**src/rtl/wb_cmd_pkg.sv**
```systemverilog
// Shared types and constants for the Wishbone command master:
// FSM state encoding, command record layout and bridge register addresses.
package wb_cmd_pkg;

    localparam int CMD_ADR_W = 8;
    localparam int CMD_DAT_W = 32;

    localparam logic [CMD_ADR_W-1:0] REG_CTRL = 8'h01;
    localparam logic [CMD_ADR_W-1:0] REG_CFG  = 8'h02;

    typedef enum logic [1:0] {
        ST_IDLE = 2'd0,
        ST_BUS  = 2'd1,
        ST_RSP  = 2'd2,
        ST_GAP  = 2'd3
    } state_t;

    typedef struct packed {
        logic                 we;
        logic [CMD_ADR_W-1:0] adr;
        logic [CMD_DAT_W-1:0] dat;
    } cmd_t;

    localparam int CMD_W = $bits(cmd_t);

endpackage

```
**src/rtl/wb_cmd_fifo.sv**
```systemverilog
// Synchronous command FIFO: single clock, power-of-two depth, head visible
// combinationally; full/empty derive from the registered count only.
module wb_cmd_fifo #(
    parameter int DEPTH = 4,
    parameter int W     = 41
) (
    input  logic         i_clk,
    input  logic         i_rst,
    input  logic         i_push,
    input  logic [W-1:0] i_data,
    input  logic         i_pop,
    output logic [W-1:0] o_head,
    output logic         o_full,
    output logic         o_empty
);

    localparam int PTR_W = $clog2(DEPTH);

    logic [W-1:0]     r_mem [DEPTH];
    logic [PTR_W-1:0] r_wr_ptr;
    logic [PTR_W-1:0] r_rd_ptr;
    logic [PTR_W:0]   r_count;

    logic w_push_ok;
    logic w_pop_ok;

    assign o_full    = (r_count == (PTR_W + 1)'(DEPTH));
    assign o_empty   = (r_count == '0);
    assign w_push_ok = i_push && !o_full;
    assign w_pop_ok  = i_pop && !o_empty;
    assign o_head    = r_mem[r_rd_ptr];

    // NOTE: non-blocking assignments in clocked blocks, so every register samples pre-edge values.
    always_ff @(posedge i_clk) begin
        if (i_rst) begin
            r_wr_ptr <= '0;
            r_rd_ptr <= '0;
            r_count  <= '0;
        end else begin
            if (w_push_ok) r_wr_ptr <= r_wr_ptr + 1'b1;
            if (w_pop_ok)  r_rd_ptr <= r_rd_ptr + 1'b1;
            case ({w_push_ok, w_pop_ok})
                2'b10:   r_count <= r_count + 1'b1;
                2'b01:   r_count <= r_count - 1'b1;
                default: r_count <= r_count;
            endcase
        end
    end

    // NOTE: storage has no reset; an entry is only read after it was written.
    always_ff @(posedge i_clk) begin
        if (w_push_ok) r_mem[r_wr_ptr] <= i_data;
    end

endmodule

```
**src/rtl/wb_cmd_master.sv**
```systemverilog
// Wishbone classic master: buffers register commands, replays each as one
// bus cycle with an ACK timeout, and returns one response per command.
module wb_cmd_master
    import wb_cmd_pkg::*;
#(
    parameter int FIFO_DEPTH = 4,
    parameter int TIMEOUT    = 1023,
    parameter int ADR_W      = CMD_ADR_W,
    parameter int DAT_W      = CMD_DAT_W
) (
    input  logic             CLK_I,
    input  logic             RST_I,
    input  logic             CMD_VALID,
    output logic             CMD_READY,
    input  logic             CMD_WE,
    input  logic [ADR_W-1:0] CMD_ADR,
    input  logic [DAT_W-1:0] CMD_DAT,
    output logic             RSP_VALID,
    input  logic             RSP_READY,
    output logic [DAT_W-1:0] RSP_DAT,
    output logic             RSP_ERR,
    output logic [ADR_W-1:0] ADR_O,
    output logic [DAT_W-1:0] DAT_O,
    input  logic [DAT_W-1:0] DAT_I,
    output logic             WE_O,
    output logic             CYC_O,
    output logic             STB_O,
    input  logic             ACK_I
);

    localparam int              REC_W    = 1 + ADR_W + DAT_W;
    localparam int              CNT_W    = $clog2(TIMEOUT);
    localparam logic [CNT_W-1:0] CNT_LAST = CNT_W'(TIMEOUT - 1);

    state_t             r_state;
    logic               r_load;
    logic [REC_W-1:0]   r_cmd;
    logic [CNT_W-1:0]   r_cnt;
    logic [ADR_W-1:0]   r_adr;
    logic [DAT_W-1:0]   r_dat;
    logic               r_we;
    logic               r_cyc;
    logic               r_rsp_valid;
    logic [DAT_W-1:0]   r_rsp_dat;
    logic               r_rsp_err;

    state_t             w_state_nxt;
    logic               w_load_nxt;
    logic [REC_W-1:0]   w_cmd_nxt;
    logic [CNT_W-1:0]   w_cnt_nxt;
    logic [ADR_W-1:0]   w_adr_nxt;
    logic [DAT_W-1:0]   w_dat_nxt;
    logic               w_we_nxt;
    logic               w_cyc_nxt;
    logic               w_rsp_valid_nxt;
    logic [DAT_W-1:0]   w_rsp_dat_nxt;
    logic               w_rsp_err_nxt;

    logic               w_push;
    logic               w_pop;
    logic [REC_W-1:0]   w_head;
    logic               w_full;
    logic               w_empty;

    assign CMD_READY = !w_full;
    assign w_push    = CMD_VALID && CMD_READY;

    wb_cmd_fifo #(
        .DEPTH (FIFO_DEPTH),
        .W     (REC_W)
    ) u_fifo (
        .i_clk   (CLK_I),
        .i_rst   (RST_I),
        .i_push  (w_push),
        .i_data  ({CMD_WE, CMD_ADR, CMD_DAT}),
        .i_pop   (w_pop),
        .o_head  (w_head),
        .o_full  (w_full),
        .o_empty (w_empty)
    );

    // NOTE: every next-value is defaulted first, so no path through the case can infer a latch.
    always_comb begin
        w_state_nxt     = r_state;
        w_load_nxt      = r_load;
        w_cmd_nxt       = r_cmd;
        w_cnt_nxt       = r_cnt;
        w_adr_nxt       = r_adr;
        w_dat_nxt       = r_dat;
        w_we_nxt        = r_we;
        w_cyc_nxt       = r_cyc;
        w_rsp_valid_nxt = r_rsp_valid;
        w_rsp_dat_nxt   = r_rsp_dat;
        w_rsp_err_nxt   = r_rsp_err;
        w_pop           = 1'b0;

        case (r_state)
            ST_IDLE: begin
                // Pop into a holding register first, drive the bus one edge later.
                if (r_load) begin
                    w_we_nxt    = r_cmd[REC_W-1];
                    w_adr_nxt   = r_cmd[ADR_W+DAT_W-1:DAT_W];
                    w_dat_nxt   = r_cmd[DAT_W-1:0];
                    w_cyc_nxt   = 1'b1;
                    w_cnt_nxt   = '0;
                    w_load_nxt  = 1'b0;
                    w_state_nxt = ST_BUS;
                end else if (!w_empty) begin
                    w_pop      = 1'b1;
                    w_cmd_nxt  = w_head;
                    w_load_nxt = 1'b1;
                end
            end
            ST_BUS: begin
                if (ACK_I) begin
                    w_rsp_dat_nxt   = r_we ? '0 : DAT_I;
                    w_rsp_err_nxt   = 1'b0;
                    w_rsp_valid_nxt = 1'b1;
                    w_cyc_nxt       = 1'b0;
                    w_we_nxt        = 1'b0;
                    w_state_nxt     = ST_RSP;
                end else if (r_cnt == CNT_LAST) begin
                    w_rsp_dat_nxt   = '0;
                    w_rsp_err_nxt   = 1'b1;
                    w_rsp_valid_nxt = 1'b1;
                    w_cyc_nxt       = 1'b0;
                    w_state_nxt     = ST_RSP;
                end else begin
                    w_cnt_nxt = r_cnt + 1'b1;
                end
            end
            ST_RSP: begin
                if (RSP_READY) begin
                    w_rsp_valid_nxt = 1'b0;
                    w_state_nxt     = ST_GAP;
                end
            end
            ST_GAP: begin
                // The bridge may still hold ACK from the previous strobe.
                if (!ACK_I) w_state_nxt = ST_IDLE;
            end
            default: w_state_nxt = ST_IDLE;
        endcase
    end

    always_ff @(posedge CLK_I) begin
        if (RST_I) begin
            r_state     <= ST_IDLE;
            r_load      <= 1'b0;
            r_cmd       <= '0;
            r_cnt       <= '0;
            r_adr       <= '0;
            r_dat       <= '0;
            r_we        <= 1'b0;
            r_cyc       <= 1'b0;
            r_rsp_valid <= 1'b0;
            r_rsp_dat   <= '0;
            r_rsp_err   <= 1'b0;
        end else begin
            r_state     <= w_state_nxt;
            r_load      <= w_load_nxt;
            r_cmd       <= w_cmd_nxt;
            r_cnt       <= w_cnt_nxt;
            r_adr       <= w_adr_nxt;
            r_dat       <= w_dat_nxt;
            r_we        <= w_we_nxt;
            r_cyc       <= w_cyc_nxt;
            r_rsp_valid <= w_rsp_valid_nxt;
            r_rsp_dat   <= w_rsp_dat_nxt;
            r_rsp_err   <= w_rsp_err_nxt;
        end
    end

    assign ADR_O     = r_adr;
    assign DAT_O     = r_dat;
    assign WE_O      = r_we;
    assign CYC_O     = r_cyc;
    assign STB_O     = r_cyc;
    assign RSP_VALID = r_rsp_valid;
    assign RSP_DAT   = r_rsp_dat;
    assign RSP_ERR   = r_rsp_err;

endmodule
```
**config.mk**
```make
export PLATFORM = sky130hd
export DESIGN_NAME = wb_cmd_master
export DESIGN_NICKNAME = d
export VERILOG_FILES = /design/src/rtl/wb_cmd_pkg.sv /design/src/rtl/wb_cmd_fifo.sv /design/src/rtl/wb_cmd_master.sv
export SDC_FILE = /design/constraint.sdc
export NUM_CORES = 1
export LEC_CHECK = 0
export BUFFER_PORTS_ARGS = -buffer_cell sky130_fd_sc_hd__buf_2
export CORE_ASPECT_RATIO = 0.6
export CORE_MARGIN = 2
export CORE_UTILIZATION = 35
export CTS_CLUSTER_DIAMETER = 200
export DETAILED_ROUTE_END_ITERATION = 16
export PLACE_DENSITY = 0.58
export RECOVER_POWER = 50
export REMOVE_ABC_BUFFERS = 1
export SLEW_MARGIN = 20
export SYNTH_ARGS = -nofsm -noshare
export SYNTH_HDL_FRONTEND = slang
export SYNTH_SLANG_ARGS = --single-unit
export TNS_END_PERCENT = 100
```
**constraint.sdc**
```tcl
create_clock -name CLK_I -period 2.6 [get_ports CLK_I]
set_clock_uncertainty 0.1 [all_clocks]
set_input_delay 0.52 -clock CLK_I [delete_from_list [all_inputs] [get_ports CLK_I]]
set_output_delay 0.52 -clock CLK_I [all_outputs]
set_load 0.01 [all_outputs]
```
# ---- Word level (Yosys, flattened, before mapping)
# Memories as Yosys holds them, arrays and structs flattened. A register that Yosys moved wholly into a read port is not among the register bits.
# Index checks and enable logic that the tools add are counted.
dict set report totals {
  inputBits 78
  mem_bits_rw 164
  mem_count 1
  regBits 96
  wordCells 85
}
dict set report classes {
  muxes 31
  n_bitwise 2
  add_sub_neg 5
  reduce_logical 19
  eq_ne 14
}
# memory words word_bits read_ports rd_clocked_by_memory_dff write_ports line
set memory_table {}
lappend memory_table {u_fifo.r_mem 4 41 1 1 1 wb_cmd_fifo.sv:19} ;# logic [W-1:0] r_mem [DEPTH];
# op count
set ops {}
lappend ops {{$mux 32} 3}
lappend ops {{$mux 10} 3}
lappend ops {{$pmux 10 s2} 1}
lappend ops {{$mux 1} 14}
lappend ops {{$ne 2x2->1 const B} 6}
lappend ops {{$reduce_and 3->1} 4}
lappend ops {{$add 10x1->10 const B} 1}
lappend ops {{$eq 10x10->1 const B} 1}
lappend ops {{$mux 2} 5}
lappend ops {{$pmux 2 s4} 1}
lappend ops {{$reduce_and 4->1} 2}
lappend ops {{$reduce_bool 2->1} 4}
lappend ops {{$eq 2x2->1 const B} 3}
lappend ops {{$pmux 1 s2} 3}
lappend ops {{$pmux 3 s2} 1}
lappend ops {{$add 2x1->2 const B} 2}
lappend ops {{$eq 2x1->1 const B} 2}
lappend ops {{$reduce_and 2->1} 2}
lappend ops {{$add 3x1->3 const B} 1}
lappend ops {{$eq 3x3->1 const B} 1}
lappend ops {{$logic_and 1x1->1} 3}
lappend ops {{$logic_not 3->1} 1}
lappend ops {{$ne 3x3->1 const B} 1}
lappend ops {{$sub 3x1->3 const B} 1}
lappend ops {{3 further kinds} 5}

# ---- Depth between registers and ports, before layout
# Gate-level depths: netlist (run 1).
dict set report logic_depth {
  word_depth 7
  depth_mapped 12
  mapped_depth_nobuf 11
}

# ---- Modules after synthesis
# Synthesis (run 1) repeated with hierarchy kept, for this count alone.
dict set report unflattened {
  hier_cells 833
  hier_area_um2 11308.3
}
# module seq_area_each_um2 cells_each area_per_inst_um2 n_inst
set modules_own_cells {}
lappend modules_own_cells {wb_cmd_fifo 5104.9 269 6454.9 1}
lappend modules_own_cells {wb_cmd_master 2602.5 564 4853.4 1}

# ---- Least setup slack after synthesis (run 1)
# No wires, ideal clock.
dict set report synth_timing {
  path_type {register to register}
  start {reg r_state[0]}
  end {reg u_fifo.r_count[2]}
  setup_ns 0.070
  required_time_ns 2.430
  stages_incl_launch_ff 13
  path_slack_ns -0.055
  t_arrival_ns 2.485
  path_buffers 1
  path_cell_list {dfxtp_1 > inv_1 > ha_1 > and2b_1 > o31ai_2 > inv_2 > buf_2 > ha_1 > inv_1 > fa_1 > xor2_1 > or3_1 > a21oi_1}
}
dict set report synth_via {
  elab_chain_len 5
  elab_cells_between_ends 7
  cone_classes {eq/ne (2); mux (2); reduce/logical (3)}
}
# element line
set synth_rtl {}
lappend synth_rtl {{from (decl)} wb_cmd_master.sv:35} ;# state_t r_state;
lappend synth_rtl {{from (signal assigned)} wb_cmd_master.sv:160} ;# r_state <= w_state_nxt;
lappend synth_rtl {{$logic_not 2->1 (*)} wb_cmd_master.sv:97} ;# case (r_state)
lappend synth_rtl {{$mux 1 (*)} wb_cmd_master.sv:97}
lappend synth_rtl {{$logic_and 1x1->1 (*)} wb_cmd_fifo.sv:30} ;# assign w_pop_ok = i_pop && !o_empty;
lappend synth_rtl {{via u_fifo.w_pop_ok} wb_cmd_fifo.sv:25} ;# logic w_pop_ok;
lappend synth_rtl {{$eq 2x1->1 / $eq 2x2->1 (equally long branches)} wb_cmd_fifo.sv:42} ;# case ({w_push_ok, w_pop_ok})
lappend synth_rtl {{$pmux 3 s2 / $reduce_bool 2->1 (equally long branches)} n/a}
lappend synth_rtl {{to (signal assigned)} wb_cmd_fifo.sv:43} ;# 2'b10: r_count <= r_count + 1'b1;
lappend synth_rtl {{to (signal assigned)} wb_cmd_fifo.sv:44} ;# 2'b01: r_count <= r_count - 1'b1;
lappend synth_rtl {{to (signal assigned)} wb_cmd_fifo.sv:45} ;# default: r_count <= r_count;
lappend synth_rtl {{to (decl)} wb_cmd_fifo.sv:22} ;# logic [PTR_W:0] r_count;
# Mark *: on every way through the listed nets, which the timed path passes. The rest lies on a longest branch.
# A chain may end at the register's enable or synchronous reset.

# ---- Final worst setup path (run 1)
dict set report layout_timing {
  start {reg u_fifo.r_count[2]}
  end {reg u_fifo.r_count[2]}
}
dict set report layout_via {
  elab_chain_len 7
  elab_cells_between_ends 16
  cone_classes {add/sub (2); eq/ne (3); mux (4); reduce/logical (7)}
}
# element line
set layout_rtl {}
lappend layout_rtl {{$logic_not 3->1} wb_cmd_fifo.sv:28} ;# assign o_empty = (r_count == '0);
lappend layout_rtl {{$mux 1} wb_cmd_master.sv:108} ;# end else if (!w_empty) begin
lappend layout_rtl {{$mux 1} wb_cmd_master.sv:100} ;# if (r_load) begin
lappend layout_rtl {{$mux 1} wb_cmd_master.sv:97}
lappend layout_rtl {{$logic_and 1x1->1} wb_cmd_fifo.sv:30}
lappend layout_rtl {{$eq 2x1->1 / $eq 2x2->1 (equally long branches)} wb_cmd_fifo.sv:42}
lappend layout_rtl {{$pmux 3 s2 / $reduce_bool 2->1 (equally long branches)} n/a}
# Several ways; a longest one is shown, not always the timed one.

==> results.toml, run 1 <==
[outcome]
outcome = "finished, final reports clean"

[timing]
relSlewSlack_pct = 31.7
worst_pin_slew_ns = 1.02
finalCritPeriodShare_pct = 95.1
hold_viol = 0
drv_slew = 0
tns_ns = 0
finalSetupViolCount = 0
max_freq_mhz = 404
rsz0062_at_grt = "false"
fin_crit_ns = 2.47

[drt]
routed_wl_um = 25800
viasPerCell = 4.95
drt_first_iter_violations = 412
postRouteAntennaNets = 0
routedWlPerCell_um = 18.3
drc = 0
dr.pass1.iters = 5
vias = 7003

[layout]
area_growth_syn_to_layout_pct = 20.1
nets = 1065
finalNonFillerCells = 1415
final_cell_mix = "nand2_1, edfxtp_1, dfxtp_1, clkbuf_1, a21oi_1"
seq_area_mm2 = 0.00768
fin_area_mm2 = 0.0134
num-fill-cells = 2973
layout-drive-gt1-share_pct = 19.0
final_common_cell = "nand2_1"
multi_input_area_mm2 = 0.00318

[critical_path]
reg2reg_slack_ns = 0.13
path_max_fanout = 6
cp_data_required_time_ns = 2.97
critical_path_arrival_ns = 2.84
critPathLaunchType = "flop"
critical_path_class = "reg2reg"
startpoint = "u_fifo.r_count[2]"
end_kind = "flop"
reg2reg_from = "u_fifo.r_count[2]"

[die]
ios = 156
start_util_pct = 35.6
die_w_um = 234
die-area_mm2 = 0.0333
die_height_um = 142
core_area_mm2 = 0.0313
num_rows = 50

[logic_synthesis]
netlist.top_cell.by_area = "edfxtp_1"
synth-edff-count = 164
syn_inst = 815
synth_flop_cell = "edfxtp_1"
netlist_area_mm2 = 0.0111
synth_top_area_share_pct = 44.2
ys_ff_latch = 301
ys_seq_area_share_pct = 68.8
yosysWarnings = 0
syn_avg_cell_area_um2 = 13.7
synth_area_leaders = "edfxtp_1, dfxtp_1, mux4_2"
synth_cell_types = 53
async_flop_share_pct = 0

[clock_tree]
cts_tree = "done"
cts_hold_buf = 0
cts_num_sinks = 301
root_buffer = "clkbuf_16"
insertion_delay_ns = 0.55
numCtsBuffers = 29
cts_setup_buffers = 0
htree_levels = 1
clockBufferDepth = 3
path_clk_slew_ns = 0.06

[placement]
dpl.hpwl_um = 16300
placed_cells = 1359
portBuffers = 155
placed_area_mm2 = 0.0125
gp_congestion = 0.850

[grt]
track_usage_pct = 15.6
grt_pass1_wl_um = 40000
grt_antenna_before_repair = 5
grt_max_degree = 77
overflow = 0
first_global_vias = 6808

[power_and_ir_drop]
leakagePower_nw = 4.57
powerDensity_mw_per_mm2 = 1010
p_total_w = 0.0136
vdd_drop_max_mv = 0.525

[run]
cap_violations = 0

[min_path]
hp-class = "in2reg"
hp-start = "DAT_I[26]"
==> synth_stat cells (6+ instances only) <==
library cell  number
nor2_1            10
a21oi_1           89
clkbuf_1          28
mux4_2            41
o21ai_0            6
o311ai_0           7
inv_1             17
nand2_1          178
ha_1              12
dfxtp_1          137
a22o_1            32
buf_2             12
edfxtp_1         164
==> power by group <==
group | internal (W) | switching, W
Clock | 0.00263 | 0.00178
Sequential | 0.00579 | 0.000391
Combinational | 0.00117 | 0.00180
Total | 0.00959 | 0.00397
==> critical path, stage by stage (launching register included) <==
cell,delay [ns]
dfxtp_4,0.38
or3b_4,0.41
and2_4,0.19
inv_1,0.07
ha_1,0.18
inv_1,0.06
fa_1,0.37
xor2_1,0.16
or3_1,0.31
a21oi_1,0.17
==> flip-flops by register name, indices dropped and copies added (netlist names) <==
| name | count |
|---|---|
| u_fifo.r_count | 3 |
| DAT_O | 32 |
| r_state | 2 |
| r_load | 1 |
| RSP_ERR | 1 |
| CYC_O | 1 |
| RSP_VALID | 1 |
| r_cmd | 41 |
| ADR_O | 8 |
| u_fifo.r_rd_ptr | 2 |
| u_fifo.r_wr_ptr | 2 |
| r_cnt | 10 |
| WE_O | 1 |
| u_fifo.r_mem | 164 |
| RSP_DAT | 32 |
==> kinds of logic (layout without fill, tap and decap cells) <==
| family | Yosys count | in the layout | share of synthesized area [%] |
|---|---|---|---|
| adders and majority gates | 13 | 13 | 1.53 |
| DFF | 301 | 301 | 68.8 |
| AOI/OAI and AO/OA | 162 | 162 | 9.51 |
| other | 0 | 2 | 0 |
| xor gates and xnor gates | 5 | 5 | 0.393 |
| buffers and inverters | 70 | 252 | 2.90 |
| muxes | 43 | 43 | 8.47 |
| and+or+nand+nor | 221 | 221 | 8.40 |
==> through the flow <==
stage / hold slack, ns / setup WS (ns) / util (%)
floorplan: 0.326 / -1.19 / -
global placement: 0.338 / 0.117 / 39.9
detailed placement: 0.345 / 0.0351 / 39.9
CTS: 0.0524 / 0.0132 / 43.1
global route: 0.0453 / 0.0346 / 42.8
finish: 0.0759 / 0.127 / 42.8
==> layout make-up <==
type	instances	area share, %
timing repair buffer	180	6.99
tap	416	3.89
antenna	2	0.0374
inverter	18	0.505
multi-input combinational	444	23.7
clock inverter	10	1.18
sequential	301	57.4
clock buffer	44	6.30
==> repair_timing <==
| item | CTS | global route |
|---|---|---|
| gates resized for setup | 0 | 5 |
| endpoints found under the hold margin | 0 | 0 |
| endpoints found under the setup margin | 0 | 1 |
==> worst paths after layout <==
path,to,depth (start not counted)
hold reg to reg,DAT_O[20],2
hold / removal,RSP_DAT[26],2
setup / recovery,u_fifo.r_count[2],9
setup reg to reg,u_fifo.r_count[2],9
==> metal layers <==
metal / GRT usage (%) / up-vias / share of wire, %
met5: 0 / - / 0.17
met4: 3.14 / 6 / 1.7
met3: 3.69 / 34 / 5.1
met2: 22.6 / 154 / 43
met1: 23.6 / 3493 / 50
li1: - / 3316 / -
(Power assumes the default switching activity.)
==> run 2: changes to the inputs <==
CORE_UTILIZATION = 45   (was 35)
PLACE_DENSITY = 0.71   (was 0.58)
==> run 2 against run 1 <==
Net effect:
- non-clock buffer count shrank 3
- sequential power shrank 0.6%
- sequential share of layout area up 2.0 points
- clock-buffer cell count is 4 lower
- global-route usage grew 2.6 points
- routed wire length shrank 8.5%
- total power decreased by 7.1%
- flip-flop and latch count is the same
- combinational power is 4% lower
- fmax is 0.63% higher
- critical endpoint unchanged
==> results.toml, run 2 (same netlist as run 1, synthesis figures left out) <==
[outcome]
outcome = "finished, final reports clean"

[drt]
viasPerCell = 5.25
vias = 6883
routed_wl_um = 23600
drt_first_iter_violations = 501
drc = 0
postRouteAntennaNets = 0
dr.pass1.iters = 5
routedWlPerCell_um = 18.0

[timing]
worst_pin_slew_ns = 1.29
fin_ws_ns = 0.142
finalCritPeriodShare_pct = 94.5
max_freq_mhz = 407
relSlewSlack_pct = 14.0
tns_ns = 0
finalSetupViolCount = 0
hold_viol = 0
whs_ns = 0.101
fin_crit_ns = 2.46
rsz0062_at_grt = "false"
drv_slew = 0

[layout]
final_cell_mix = "nand2_1, edfxtp_1, dfxtp_1, clkbuf_1, a21oi_1"
largest-register = "u_fifo.r_mem"
num-fill-cells = 2089
finalNonFillerCells = 1311
largestRegisters = "u_fifo.r_mem: 164 flops, r_cmd: 41 flops"
layout-drive-gt1-share_pct = 14.8
nets = 1060
largest_reg_flops = 164
antenna_cells = 0
area_growth_syn_to_layout_pct = 16.0
final_common_cell = "nand2_1"

[clock_tree]
root_buffer = "clkbuf_16"
clockBufferDepth = 3
numCtsBuffers = 27
cts_tree = "done"
htree_levels = 1
path_clk_slew_ns = 0.07
insertion_delay_ns = 0.53
cts_num_sinks = 301

[die]
die-area_mm2 = 0.0261
num_rows = 44
ios = 156
core_area_mm2 = 0.0242
start_util_pct = 46.0
die_w_um = 207
die_height_um = 126

[grt]
grt_max_degree = 49
grt_antenna_before_repair = 1
track_usage_pct = 18.2
overflow = 0
first_global_vias = 6872
grt_pass1_wl_um = 37700

[critical_path]
critical_path_arrival_ns = 2.82
path_max_fanout = 6
cp_data_required_time_ns = 2.96
end_kind = "flop"
critical_path_class = "reg2reg"
critPathLaunchType = "flop"

[placement]
dpl.hpwl_um = 14400
place_ws_ns = 0.145
portBuffers = 155
placed_cells = 1262
gp_congestion = 0.810

[run]
cap_violations = 0

[power_and_ir_drop]
vdd_drop_max_mv = 0.638
p_total_w = 0.0126
leakagePower_nw = 4.31
powerDensity_mw_per_mm2 = 975

[min_path]
hp-class = "in2reg"
## run 2: worst paths after layout
kind | from | to | slack [ns] | depth (start not counted)
setup / recovery | u_fifo.r_count[1] | u_fifo.r_count[2] | 0.14 | 9
setup reg to reg | u_fifo.r_count[1] | u_fifo.r_count[2] | 0.14 | 9
hold / removal | DAT_I[22] | RSP_DAT[22] | 0.10 | 2
hold reg to reg | r_cmd[25] | DAT_O[25] | 0.35 | 2
## run 2: metal layers
| metal | GRT usage, % | vias up | share of wire, % |
|---|---|---|---|
| met5 | 0 | - | 0.055 |
| met4 | 3.53 | 2 | 1.4 |
| met3 | 3.97 | 29 | 5.7 |
| met2 | 28.0 | 166 | 44 |
| met1 | 26.8 | 3378 | 49 |
| li1 | - | 3308 | - |
## run 2: layout make-up
class | instances | area [µm²] | area share (%)
Sequential cell | 301 | 7670 | 59.3
Multi-Input combinational cell | 444 | 3180 | 24.6
Timing Repair Buffer | 177 | 822 | 6.36
Clock buffer | 40 | 744 | 5.76
Tap cell | 322 | 403 | 3.12
Inverter | 18 | 67.6 | 0.523
Clock inverter | 9 | 40.0 | 0.310
## run 2: per-stage QoR
stage | util [%] | area [µm²]
6_report | 53.4 | 12900
5_1_grt | 53.4 | 12900
4_1_cts | 54.0 | 13100
3_5_place_dp | 50.8 | 12300
3_3_place_gp | 50.8 | 12300
2_1_floorplan | - | 10900
## run 2: worst max-delay path, stage by stage, from the launching register on
cell     delay (ns)
dfxtp_1        0.36
or3b_4         0.42
and2_1         0.22
inv_1          0.09
ha_1           0.18
inv_1          0.06
fa_1           0.37
xor2_1         0.15
or3_1          0.30
a21oi_1        0.13
## run 2: where the power goes
part,leakage (nW),internal [W],switching [W]
logic,1.31,0.00110,0.00175
clock network,0.379,0.00197,0.00164
registers,2.62,0.00579,0.000348
total,4.31,0.00887,0.00374
## run 2: repair_timing
action,4_1_cts,5_1_grt
setup buffers,0,0
hold buffers,0,0
setup endpoints to repair,0,1
resized for setup,0,1
